**src/rtl/clint_mh.sv**
```systemverilog
// Multi-hart core-local interruptor: per-hart msip/mtimecmp registers and a shared 64-bit mtime.
// Optional mtime prescaler enabled by defining CLINT_MH_PRESCALER_EN (TICK_DIV clk cycles per tick).
module clint_mh #(
    parameter int HART_NUM       = 2,
    parameter int TICK_DIV       = 1,
    parameter int ADDR_WIDTH     = 16,
    parameter int SIZE_WIDTH     = 4,
    parameter int REG_DATA_WIDTH = 32,
    parameter int BUS_DATA_WIDTH = 32
) (
    input  logic                      clk,
    input  logic                      rst,
    input  logic [ADDR_WIDTH-1:0]     bus_clint_read_addr,
    input  logic [ADDR_WIDTH-1:0]     bus_clint_write_addr,
    input  logic [SIZE_WIDTH-1:0]     bus_clint_read_size,
    input  logic [SIZE_WIDTH-1:0]     bus_clint_write_size,
    input  logic [REG_DATA_WIDTH-1:0] bus_clint_data,
    input  logic                      bus_clint_rd,
    input  logic                      bus_clint_wr,
    output logic [BUS_DATA_WIDTH-1:0] clint_bus_data,
    output logic [HART_NUM-1:0]       all_intif_int_software_req,
    output logic [HART_NUM-1:0]       all_intif_int_timer_req
);

    localparam logic [ADDR_WIDTH-1:0] MSIP_END = ADDR_WIDTH'(4 * HART_NUM);
    localparam logic [ADDR_WIDTH-1:0] CMP_BASE = ADDR_WIDTH'(32'h0000_4000);
    localparam logic [ADDR_WIDTH-1:0] CMP_END  = ADDR_WIDTH'(32'h0000_4000 + 8 * HART_NUM);
    localparam logic [ADDR_WIDTH-1:0] MTIME_LO = ADDR_WIDTH'(32'h0000_BFF8);
    localparam logic [ADDR_WIDTH-1:0] MTIME_HI = ADDR_WIDTH'(32'h0000_BFFC);

    if (HART_NUM < 1 || HART_NUM > 64 || TICK_DIV < 1 || TICK_DIV > 65535 ||
        REG_DATA_WIDTH != 32 || ADDR_WIDTH < 16 || BUS_DATA_WIDTH < 32) begin : g_bad_param
        $error("clint_mh: illegal parameter value");
    end

    typedef struct packed {
        logic       msip;
        logic       cmp;
        logic       mt;
        logic [5:0] idx;
        logic       half;
    } dec_t;

    // half selects the high word of a 64-bit register; idx is the hart number
    function automatic dec_t decode(input logic [ADDR_WIDTH-1:0] a);
        dec_t                  d;
        logic [ADDR_WIDTH-1:0] off;
        off    = a - CMP_BASE;
        d.msip = (a[1:0] == 2'b00) && (a < MSIP_END);
        d.cmp  = (a[1:0] == 2'b00) && (a >= CMP_BASE) && (a < CMP_END);
        d.mt   = (a == MTIME_LO) || (a == MTIME_HI);
        d.idx  = d.cmp ? 6'(off >> 3'd3) : 6'(a >> 3'd2);
        d.half = d.cmp ? off[2] : a[2];
        return d;
    endfunction

    logic [HART_NUM-1:0] r_msip;
    logic [63:0]         r_mtimecmp [HART_NUM];
    logic [63:0]         r_mtime;
    logic [31:0]         r_rdata;

    logic                w_rd_ok;
    logic                w_wr_ok;
    dec_t                w_rd_dec;
    dec_t                w_wr_dec;
    logic                w_tick;
    logic                w_mt_wr;
    logic [63:0]         w_mtime_inc;
    logic [63:0]         w_mtime_nxt;
    logic [HART_NUM-1:0] w_msip_nxt;
    logic [63:0]         w_cmp_nxt [HART_NUM];
    logic [31:0]         w_rdata;

    assign w_rd_ok  = bus_clint_rd && (bus_clint_read_size == SIZE_WIDTH'(3'd4));
    assign w_wr_ok  = bus_clint_wr && (bus_clint_write_size == SIZE_WIDTH'(3'd4));
    assign w_rd_dec = decode(bus_clint_read_addr);
    assign w_wr_dec = decode(bus_clint_write_addr);
    assign w_mt_wr  = w_wr_ok && w_wr_dec.mt;

`ifdef CLINT_MH_PRESCALER_EN
    logic [15:0] r_pre_cnt;

    assign w_tick = (r_pre_cnt == 16'(TICK_DIV - 1));

    // prescaler counter: 0..TICK_DIV-1, restarted by any mtime write
    always_ff @(posedge clk) begin
        if (rst || w_mt_wr || w_tick) begin
            r_pre_cnt <= 16'd0;
        end else begin
            r_pre_cnt <= r_pre_cnt + 16'd1;
        end
    end
`else
    assign w_tick = 1'b1;
`endif

    // post-update state; the written mtime half takes bus data, the other half its ticked value
    always_comb begin
        w_mtime_inc = r_mtime + {63'd0, w_tick};
        w_mtime_nxt = !w_mt_wr ? w_mtime_inc :
                      (w_wr_dec.half ? {bus_clint_data, w_mtime_inc[31:0]}
                                     : {w_mtime_inc[63:32], bus_clint_data});
        for (int h = 0; h < HART_NUM; h++) begin
            w_msip_nxt[h] = (w_wr_ok && w_wr_dec.msip && w_wr_dec.idx == 6'(h)) ?
                            bus_clint_data[0] : r_msip[h];
            w_cmp_nxt[h]  = !(w_wr_ok && w_wr_dec.cmp && w_wr_dec.idx == 6'(h)) ? r_mtimecmp[h] :
                            (w_wr_dec.half ? {bus_clint_data, r_mtimecmp[h][31:0]}
                                           : {r_mtimecmp[h][63:32], bus_clint_data});
        end
    end

    // read mux over post-update values so a same-cycle write is visible
    always_comb begin
        w_rdata = 32'h0;
        if (w_rd_dec.mt) begin
            w_rdata = w_rd_dec.half ? w_mtime_nxt[63:32] : w_mtime_nxt[31:0];
        end else begin
            for (int h = 0; h < HART_NUM; h++) begin
                w_rdata = w_rdata |
                    ((w_rd_dec.cmp && w_rd_dec.idx == 6'(h)) ?
                        (w_rd_dec.half ? w_cmp_nxt[h][63:32] : w_cmp_nxt[h][31:0]) : 32'h0) |
                    ((w_rd_dec.msip && w_rd_dec.idx == 6'(h)) ? {31'd0, w_msip_nxt[h]} : 32'h0);
            end
        end
    end

    // architectural state and registered read data
    always_ff @(posedge clk) begin
        if (rst) begin
            r_msip     <= '0;
            r_mtime    <= 64'd0;
            r_mtimecmp <= '{default: 64'hFFFF_FFFF_FFFF_FFFF};
            r_rdata    <= 32'h0;
        end else begin
            r_msip     <= w_msip_nxt;
            r_mtime    <= w_mtime_nxt;
            r_mtimecmp <= w_cmp_nxt;
            if (w_rd_ok) begin
                r_rdata <= w_rdata;
            end
        end
    end

    always_comb begin
        for (int h = 0; h < HART_NUM; h++) begin
            all_intif_int_timer_req[h] = (r_mtime >= r_mtimecmp[h]);
        end
    end

    assign all_intif_int_software_req = r_msip;
    assign clint_bus_data             = BUS_DATA_WIDTH'(r_rdata);

endmodule

```
**config.mk**
```make
export PLATFORM = sky130hd
export DESIGN_NAME = clint_mh
export DESIGN_NICKNAME = d
export VERILOG_FILES = /design/src/rtl/clint_mh.sv
export SDC_FILE = /design/constraint.sdc
export NUM_CORES = 1
export LEC_CHECK = 0
export BUFFER_PORTS_ARGS = -buffer_cell sky130_fd_sc_hd__buf_4
export CAP_MARGIN = 20
export CORE_MARGIN = 5
export CORE_UTILIZATION = 35
export DETAILED_ROUTE_END_ITERATION = 10
export PLACE_DENSITY_LB_ADDON = 0.08
export SLEW_MARGIN = 20
export SYNTH_ARGS = -nofsm -noshare
export SYNTH_HDL_FRONTEND = slang
export SYNTH_SLANG_ARGS = --single-unit
export TNS_END_PERCENT = 10
```
**constraint.sdc**
```tcl
create_clock -name clk -period 5.3 [get_ports clk]
set_input_delay 0.265 -clock clk [delete_from_list [all_inputs] [get_ports clk]]
set_output_delay 0.265 -clock clk [all_outputs]
set_load 0.005 [all_outputs]
```
==> impl_metrics.ini, run 1 <==
[setup_path]
slowest_stage = dfxtp_1
r2r-end = clint_bus_data[17]$_SDFFE_PP0P_
path_cells = ha_1, a21o_1, a21o_1, a211o_1, a211o_1, a211o_1, a21oi_1, o21ai_0, buf_4
required_ns = 5.04
crit_path_max_fanout = 8
cp_slowest_stage_delay_ns = 0.60
worstSetupPathType = reg -> out
crit_family = compound AO/OA/AOI/OAI gates
cp.arrival_ns = 3.60
crit_buf_inv = 1
cp-end-kind = primary output
start_kind = flip-flop
cp_common_cell = a211o_1
r2r_slack_ns = 1.70
ff2ff_path_depth = 7
reg2reg_from = r_mtime[2]$_SDFF_PP0_

[die]
rows = 77
start_util_pct = 35.12
top_level_ports = 112
die_x_um = 219.9
dieHeight_um = 219.9
dieArea_um2 = 48380
placeableCoreArea_um2 = 43930

[cells_and_area]
drive_above_1_share_pct = 12.52
areaGrowthSynthToFinish_pct = 16.27
finish.utilization_pct = 40.83
final_cells = 2630
final_nets = 2219
final_area_um2 = 17940

[global_route]
antenna_found_initial = 7
grt_max_degree = 64
grt_overflow = 0
grt_pass1_vias = 15709
grt_pass1_wl_um = 110800
grt_usage_pct = 31.19

[pwr]
p_per_area_nw_per_um2 = 228.2
power_leakage_nw = 8.454
ir_drop_v = 0.0001760
p_total_mw = 4.093

[timing]
setup_tns_ns = 0
skew_ns = 0.02152
tightest_slew_ns = 1.272
worst_slack_ns = 1.439
rsz0062_at_grt = false
clock.fmax_mhz = 259.0
whs_ns = 0.01686
finalHoldViolations = 0
slew_headroom_pct = 14.47
slew_violations = 0
setup_viol = 0
finalCritPeriodShare_pct = 72.84
fin_crit_ns = 3.861

[hold_path]
hold_path_end = r_mtimecmp[3]$_SDFF_PP1_
holdPathStages = 3
hold_path_startpoint = bus_clint_data[3]
hp-class = in -> reg

[synth]
synth_flop_cell = dfxtp_1
yosysTopAreaCellShare_pct = 29.33
netlist_top_cells_area = dfxtp_1 29%, ha_1 10%, nand2_1 5.3%, o211ai_1 3.9%, nor2_1 3.8%
synth_seq_area_share_pct = 29.33
synth.most_common_cell = dfxtp_1
synth_common_cells = 226 x dfxtp_1, 219 x nand2_1, 156 x nor2_1
yosysWarnings = 0
ys_seq_elements = 226
synth_fp_nets = 2155
netlist_area_um2 = 15430
syn_inst = 1950
synthArstFlopShare_pct = 0
yosys.area.top_type = dfxtp_1
synth_edf_count = 0
syn_area_per_cell_um2 = 7.911
synth_cell_types = 89

[job]
drv_cap = 0

[place]
placed_area_um2 = 16890
place_congestion = 0.9906
dp_cells = 2569
place_ws_ns = 1.767
numPortBuffers = 111
dp.final_hpwl_um = 57540

[route]
wl_per_cell_um = 29.52
via_per_inst = 6.111
drt_iter0_drc = 1706
vias = 16071
drtAntennaViolNets = 0
drt_drc_violations_left = 0
routed_wl_um = 77630
dr.pass1.iters = 5

[cts]
clk_path_buf_depth = 3
cts_buffers = 29
htreeDepth = 1
clockRootBuffer = clkbuf_16
insertion_delay_ns = 0.59
cts-resized-gates = 0
path_clk_slew_ns = 0.06
cts_tree = yes
cts.sinks = 226

[outcome]
status = completed
report_power, final:
group	switching [mW]	total [mW]	internal, mW	leakage (nW)
sequential	0.00587	1.71	1.70	1.83
clock	0.863	2.11	1.24	0.474
combinational	0.196	0.276	0.0800	6.15
how the worst max path moves through the flow:
stage                                      endpoint                 startpoint  slack [ns]  cells after the start
CTS                      all_intif_int_timer_req[1]     r_mtime[19]$_SDFF_PP0_        1.36                      9
finish                   all_intif_int_timer_req[1]     r_mtime[19]$_SDFF_PP0_        1.44                      9
global route             all_intif_int_timer_req[1]  r_mtimecmp[61]$_SDFF_PP1_        1.32                     10
floorplan           clint_bus_data[27]$_SDFFE_PP0P_     r_mtime[26]$_SDFF_PP0_        2.89                      7
detailed placement  clint_bus_data[13]$_SDFFE_PP0P_   bus_clint_write_addr[13]        1.77                      9
global placement    clint_bus_data[11]$_SDFFE_PP0P_    bus_clint_write_addr[9]        1.54                      8
registers in the layout, indices dropped and copies added (netlist names):
register / cells
all_intif_int_software_req: 2
clint_bus_data: 32
r_mtimecmp: 128
r_mtime: 64
layer usage:
metal  GRT usage, %  vias up  wire length (um)
li1               -     7305                 -
met1          40.32     7630             31810
met2          48.47      878             33550
met3          5.385      252              6423
met4          19.06        6              5803
met5              0        -                44
layout by cell type (no fill, tap or decap), types with 54 or more instances in the layout:
master	count
dfxtp_1	226
o211ai_1	81
nand2_1	219
ha_1	129
a21oi_1	74
inv_1	146
nor2_1	154
nor3_1	57
nand3_1	59
buf_4	147
nand4_1	54
mux2i_1	56
o21ai_0	86
worst register-to-register path, cell delays in order (launching register included):
cell and delay (ns):
dfxtp_1 0.48, nand4_2 0.47, nor4_2 0.88, nand4_1 0.69, or3_1 0.57, a21oi_1 0.15
a2111oi_1 0.08, a211oi_2 0.18
what timing repair did:
item	in CTS	in global routing
endpoints found under the hold margin	10	0
hold buffers	6	0
setup buffers	0	0
final cells by class:
cell class                 count  area, um^2
fill                        4676       25990
multi-input combinational   1453        9902
sequential                   226        4524
timing repair buffer         156        1226
clock buffer                  43       848.3
tap                          592       740.7
inverter                     148       558.0
clock inverter                10       132.6
antenna                        2       5.005
cell families (layout without fill, tap and decap cells):
family                     count (synthesis)  count (layout)  share of synthesized area (%)
muxes                                     61              61                          3.998
xor gates and xnor gates                  52              52                          2.952
and+or+nand+nor                          696             696                          23.28
buffers and inverters                    271             357                          6.951
other                                      0               2                              0
AOI/OAI and AO/OA                        515             515                          23.03
adders and majority gates                129             129                          10.46
DFF                                      226             226                          29.33
Power figures use the tool's default switching activity.
==> run 2, diff against run 1 <==
==> constraint.sdc (replaced) <==
create_clock -name clk -period 3.9 [get_ports clk]
set_input_delay 0.195 -clock clk [delete_from_list [all_inputs] [get_ports clk]]
set_output_delay 0.195 -clock clk [all_outputs]
set_load 0.005 [all_outputs]
==> run 2 against run 1 <==
Clock skew shrank 0.0060 ns. Sequential share of layout area shrank 0.61 points. Combinational power grew 42%. Critical endpoint is now all_intif_int_timer_req[0]. Clock power grew 30%. Largest power group unchanged. Non-clock buffer count grew 62. Critical path type unchanged.
==> impl_metrics.ini, run 2 (synthesized netlist as in run 1, its figures left out) <==
[outcome]
status = completed

[cells_and_area]
largest_reg_flops = 128
areaGrowthSynthToFinish_pct = 19.15
largest-register = r_mtimecmp
final_common_cell = dfxtp_1
drive_above_1_share_pct = 13.41
final_nets = 2281
final_cell_mix = 226 x dfxtp_1, 219 x nand2_1, 184 x buf_4, 155 x nor2_1, 146 x inv_1
final-seq-area_um2 = 4524
multi_input_area_um2 = 9876
final_area_um2 = 18380
n_fill_cell = 4521
finish.utilization_pct = 41.84

[route]
vias = 16145
wl_met2_um = 33410
wl_met3_um = 6202
dr.pass1.iters = 6
wl_met1_um = 31310
wl_per_cell_um = 28.43
drt_drc_violations_left = 0
drtAntennaViolNets = 0
via_per_inst = 6.006
drt_iter0_drc = 1671
routed_wl_um = 76420
dr.max_layer_used = met4

[place]
placed_area_um2 = 17120
place_ws_ns = 0.3929
numPortBuffers = 111
place_congestion = 0.9715
dp.final_hpwl_um = 57460

[global_route]
grt_max_degree = 143
grt_overflow = 0
antenna_found_initial = 2
grt_pass1_wl_um = 110200
grt_usage_pct = 30.89
grt_pass1_vias = 15705

[cts]
post_cts_buffers = 0
path_clk_slew_ns = 0.06
htreeDepth = 1
clk_path_buf_depth = 3
cts.sinks = 226
cts_buffers = 29
clockRootBuffer = clkbuf_16
insertion_delay_ns = 0.58
cts_tree = yes

[timing]
worst_slack_ns = 0.1563
slew_headroom_pct = 21.93
fin_crit_ns = 3.744
setup_tns_ns = 0
finalCritPeriodShare_pct = 95.99
clock.fmax_mhz = 267.1
setup_viol = 0
slew_violations = 0
tightest_slew_ns = 1.155
skew_ns = 0.01549
finalHoldViolations = 0
rsz0062_at_grt = false

[die]
placeableCoreArea_um2 = 43930
start_util_pct = 35.12
rows = 77
top_level_ports = 112
die_x_um = 219.9
dieArea_um2 = 48380
dieHeight_um = 219.9

[setup_path]
cp.arrival_ns = 3.55
start_kind = flip-flop
crit_path_max_fanout = 7
worstSetupPathType = reg -> out
cp-end-kind = primary output
required_ns = 3.70

[pwr]
ir_drop_v = 0.0002204
p_total_mw = 5.465
p_per_area_nw_per_um2 = 297.3
power_leakage_nw = 8.715

[job]
drv_cap = 0

[hold_path]
hp-class = in -> reg
==> run 2: worst max-delay path: stages (launching register included) <==
cell      delay (ns)
dfxtp_1         0.31
buf_4           0.18
ha_1            0.31
nand4_1         0.13
or3_1           0.51
nor4bb_1        1.01
o311ai_0        0.23
nand3_1         0.17
buf_4           0.12
==> run 2: path summary, 6_finish.rpt <==
path / slack, ns / cells past startpoint / start / endpoint
setup reg to reg: 0.52 / 7 / r_mtime[26]$_SDFF_PP0_ / clint_bus_data[27]$_SDFFE_PP0P_
hold reg to reg: 0.47 / 2 / clint_bus_data[8]$_SDFFE_PP0P_ / clint_bus_data[8]$_SDFFE_PP0P_
hold / removal: 0.08 / 2 / rst / r_mtime[55]$_SDFF_PP0_
setup / recovery: 0.16 / 8 / r_mtime[19]$_SDFF_PP0_ / all_intif_int_timer_req[0]
==> run 2: stage by stage <==
stage	hold WS [ns]	instances
floorplan	0.3310	1950
global placement	0.4474	2605
detailed placement	0.4587	2605
CTS	0.05279	2687
global route	0.06504	2687
finish	0.07866	2688
==> run 2: power by group <==
part	total, mW	leakage [nW]	switching (mW)	internal (mW)
clock	2.75	0.458	1.13	1.62
sequential	2.32	1.83	0.00899	2.32
combinational	0.393	6.43	0.261	0.131
total	5.47	8.72	1.40	4.07
==> run 2: area by class of cell <==
type                       instances  area share [%]
multi-input combinational       1453           53.73
sequential                       226           24.61
timing repair buffer             218           9.475
clock buffer                      44           4.635
tap                              592           4.030
inverter                         148           3.036
clock inverter                     6          0.4697
antenna                            1         0.01361
==> run 2: per-layer routing <==
| layer | vias up | global-route usage (%) |
|---|---|---|
| met4 | 0 | 16.91 |
| met5 | - | 0 |
| li1 | 7438 | - |
| met2 | 821 | 48.75 |
| met3 | 245 | 5.633 |
| met1 | 7641 | 39.93 |
==> run 2: repair_timing <==
item,in CTS,in global routing
gates resized for setup,1,1
endpoints found under the hold margin,132,0
hold buffers,32,0
setup endpoints to repair,1,1
==> run 3, diff against run 2 <==
--- a/config.mk
+++ b/config.mk
@@ -7,6 +7,8 @@
 export LEC_CHECK = 0
 export BUFFER_PORTS_ARGS = -buffer_cell sky130_fd_sc_hd__buf_4
 export CAP_MARGIN = 20
+export CELL_PAD_IN_SITES_DETAIL_PLACEMENT = 1
+export CELL_PAD_IN_SITES_GLOBAL_PLACEMENT = 1
 export CORE_MARGIN = 5
 export CORE_UTILIZATION = 35
 export DETAILED_ROUTE_END_ITERATION = 10
==> constraint.sdc (replaced) <==
create_clock -name clk -period 4.8 [get_ports clk]
set_input_delay 0.24 -clock clk [delete_from_list [all_inputs] [get_ports clk]]
set_output_delay 0.24 -clock clk [all_outputs]
set_load 0.005 [all_outputs]
==> run 3 against run 2 <==
Sequential share of layout area rose by 0.45 points. Clock power fell by 17%. Register-to-register slack improved by 0.73 ns. Critical path depth rose by 2. Count of clock-buffer cells in the layout rose by 7. Setup slack improved by 0.59 ns. Wire length rose by 5.8%. Critical path type unchanged. Largest cell class unchanged.
==> impl_metrics.ini, run 3 (synthesized netlist as in run 1, its figures left out) <==
[outcome]
status = completed

[setup_path]
start_kind = flip-flop
cp.arrival_ns = 3.81
crit_start = r_mtime[19]$_SDFF_PP0_
crit_path_max_fanout = 8
required_ns = 4.56
endpoint = all_intif_int_timer_req[1]
cp-end-kind = primary output
ff2ff_path_depth = 7
worstSetupPathType = reg -> out
r2r-end = clint_bus_data[27]$_SDFFE_PP0P_
reg2reg_from = r_mtime[2]$_SDFF_PP0_
r2r_slack_ns = 1.25

[cells_and_area]
final_nets = 2240
largest_reg_flops = 128
final-seq-area_um2 = 4524
largest-register = r_mtimecmp
final_cell_mix = 226 x dfxtp_1, 219 x nand2_1, 157 x buf_4, 154 x nor2_1, 146 x inv_1
antenna_cells = 0
areaGrowthSynthToFinish_pct = 17.03
drive_above_1_share_pct = 12.49
n_fill_cell = 5350
final_common_cell = dfxtp_1
multi_input_area_um2 = 9879

[cts]
cts_tree = yes
post_cts_buffers = 0
path_clk_slew_ns = 0.06
insertion_delay_ns = 0.59
cts_buffers = 30
clk_path_buf_depth = 3
cts-resized-gates = 0
htreeDepth = 1
clockRootBuffer = clkbuf_16
cts_hold_buf = 18
cts.sinks = 226

[route]
wl_per_cell_um = 30.51
vias = 16346
drt_drc_violations_left = 0
wl_met3_um = 5083
routed_wl_um = 80850
via_per_inst = 6.168
drt_iter0_drc = 1238
drtAntennaViolNets = 0
wl_met2_um = 35940
dr.pass1.iters = 5
dr.max_layer_used = met5
wl_met1_um = 33930

[timing]
clock.fmax_mhz = 246.7
setup_viol = 0
finalCritPeriodShare_pct = 84.43
slew_headroom_pct = 25.57
finalHoldViolations = 0
slew_violations = 0
rsz0062_at_grt = false
setup_tns_ns = 0
fin_crit_ns = 4.053
whs_ns = 0.01448
skew_ns = 0.01149
tightest_slew_ns = 1.102

[place]
place_congestion = 0.9454
dp.final_hpwl_um = 60730
numPortBuffers = 111

[die]
rows = 77
placeableCoreArea_um2 = 43930
dieArea_um2 = 48380
dieHeight_um = 219.9
start_util_pct = 35.12
top_level_ports = 112
die_x_um = 219.9

[job]
drv_cap = 0

[global_route]
grt_usage_pct = 32.75
grt_pass1_wl_um = 116400
antenna_found_initial = 2
grt_max_degree = 62
grt_pass1_vias = 16872
grt_overflow = 0

[pwr]
p_per_area_nw_per_um2 = 248.5
power_leakage_nw = 8.529
ir_drop_v = 0.0002695

[hold_path]
hp-class = in -> reg
[run 3: worst min path at each step]
stage,cells after the start,slack [ns],startpoint,end
floorplan,2,0.38,bus_clint_data[17],r_mtime[17]$_SDFF_PP0_
global placement,2,0.47,clint_bus_data[8]$_SDFFE_PP0P_,clint_bus_data[8]$_SDFFE_PP0P_
detailed placement,1,0.47,clint_bus_data[11]$_SDFFE_PP0P_,clint_bus_data[11]$_SDFFE_PP0P_
CTS,3,0.003,bus_clint_data[19],r_mtimecmp[19]$_SDFF_PP1_
global route,3,0.02,bus_clint_data[30],r_mtimecmp[126]$_SDFF_PP1_
finish,3,0.01,bus_clint_data[19],r_mtimecmp[19]$_SDFF_PP1_
[run 3: final cells by class]
type	instances	share of cell area, %
flip-flops and latches	226	25.06
clock buffers	51	5.267
repair buffers	176	7.637
inverters	148	3.091
well taps	592	4.103
clock inverters	4	0.1247
multi-input cells	1453	54.72
[run 3: power by group]
part	internal (mW)	leakage [nW]	total, mW	switching [mW]
registers	1.88	1.83	1.89	0.00874
logic	0.0957	6.23	0.311	0.215
clock network	1.33	0.478	2.29	0.956
[run 3: layer usage]
layer | up-vias | track usage [%]
met5 | - | 0
met4 | 4 | 19.31
met3 | 231 | 5.344
met2 | 672 | 52.77
li1 | 7347 | -
met1 | 8092 | 41.28
[run 3: stage by stage]
step | utilization, % | power [mW] | area [um^2] | std cells | setup slack (ns)
floorplan | - | 2.051 | 15430 | 1950 | 2.390
global placement | 38.47 | 2.221 | 16900 | 2577 | 1.196
detailed placement | 38.47 | 2.223 | 16900 | 2577 | 1.189
CTS | 41.09 | 4.505 | 18050 | 2650 | 0.7890
global route | 41.10 | 4.584 | 18050 | 2650 | 0.7699
finish | 41.10 | 4.487 | 18050 | 2650 | 0.7473
[run 3: critical path, stage by stage (launching register included)]
cell	delay, ns
dfxtp_1	0.68
ha_1	0.37
a21o_1	0.16
a21o_1	0.17
a211o_1	0.30
a211o_1	0.36
a211o_1	0.38
a21oi_1	0.25
buf_4	0.15
o21ai_0	0.19
buf_4	0.21
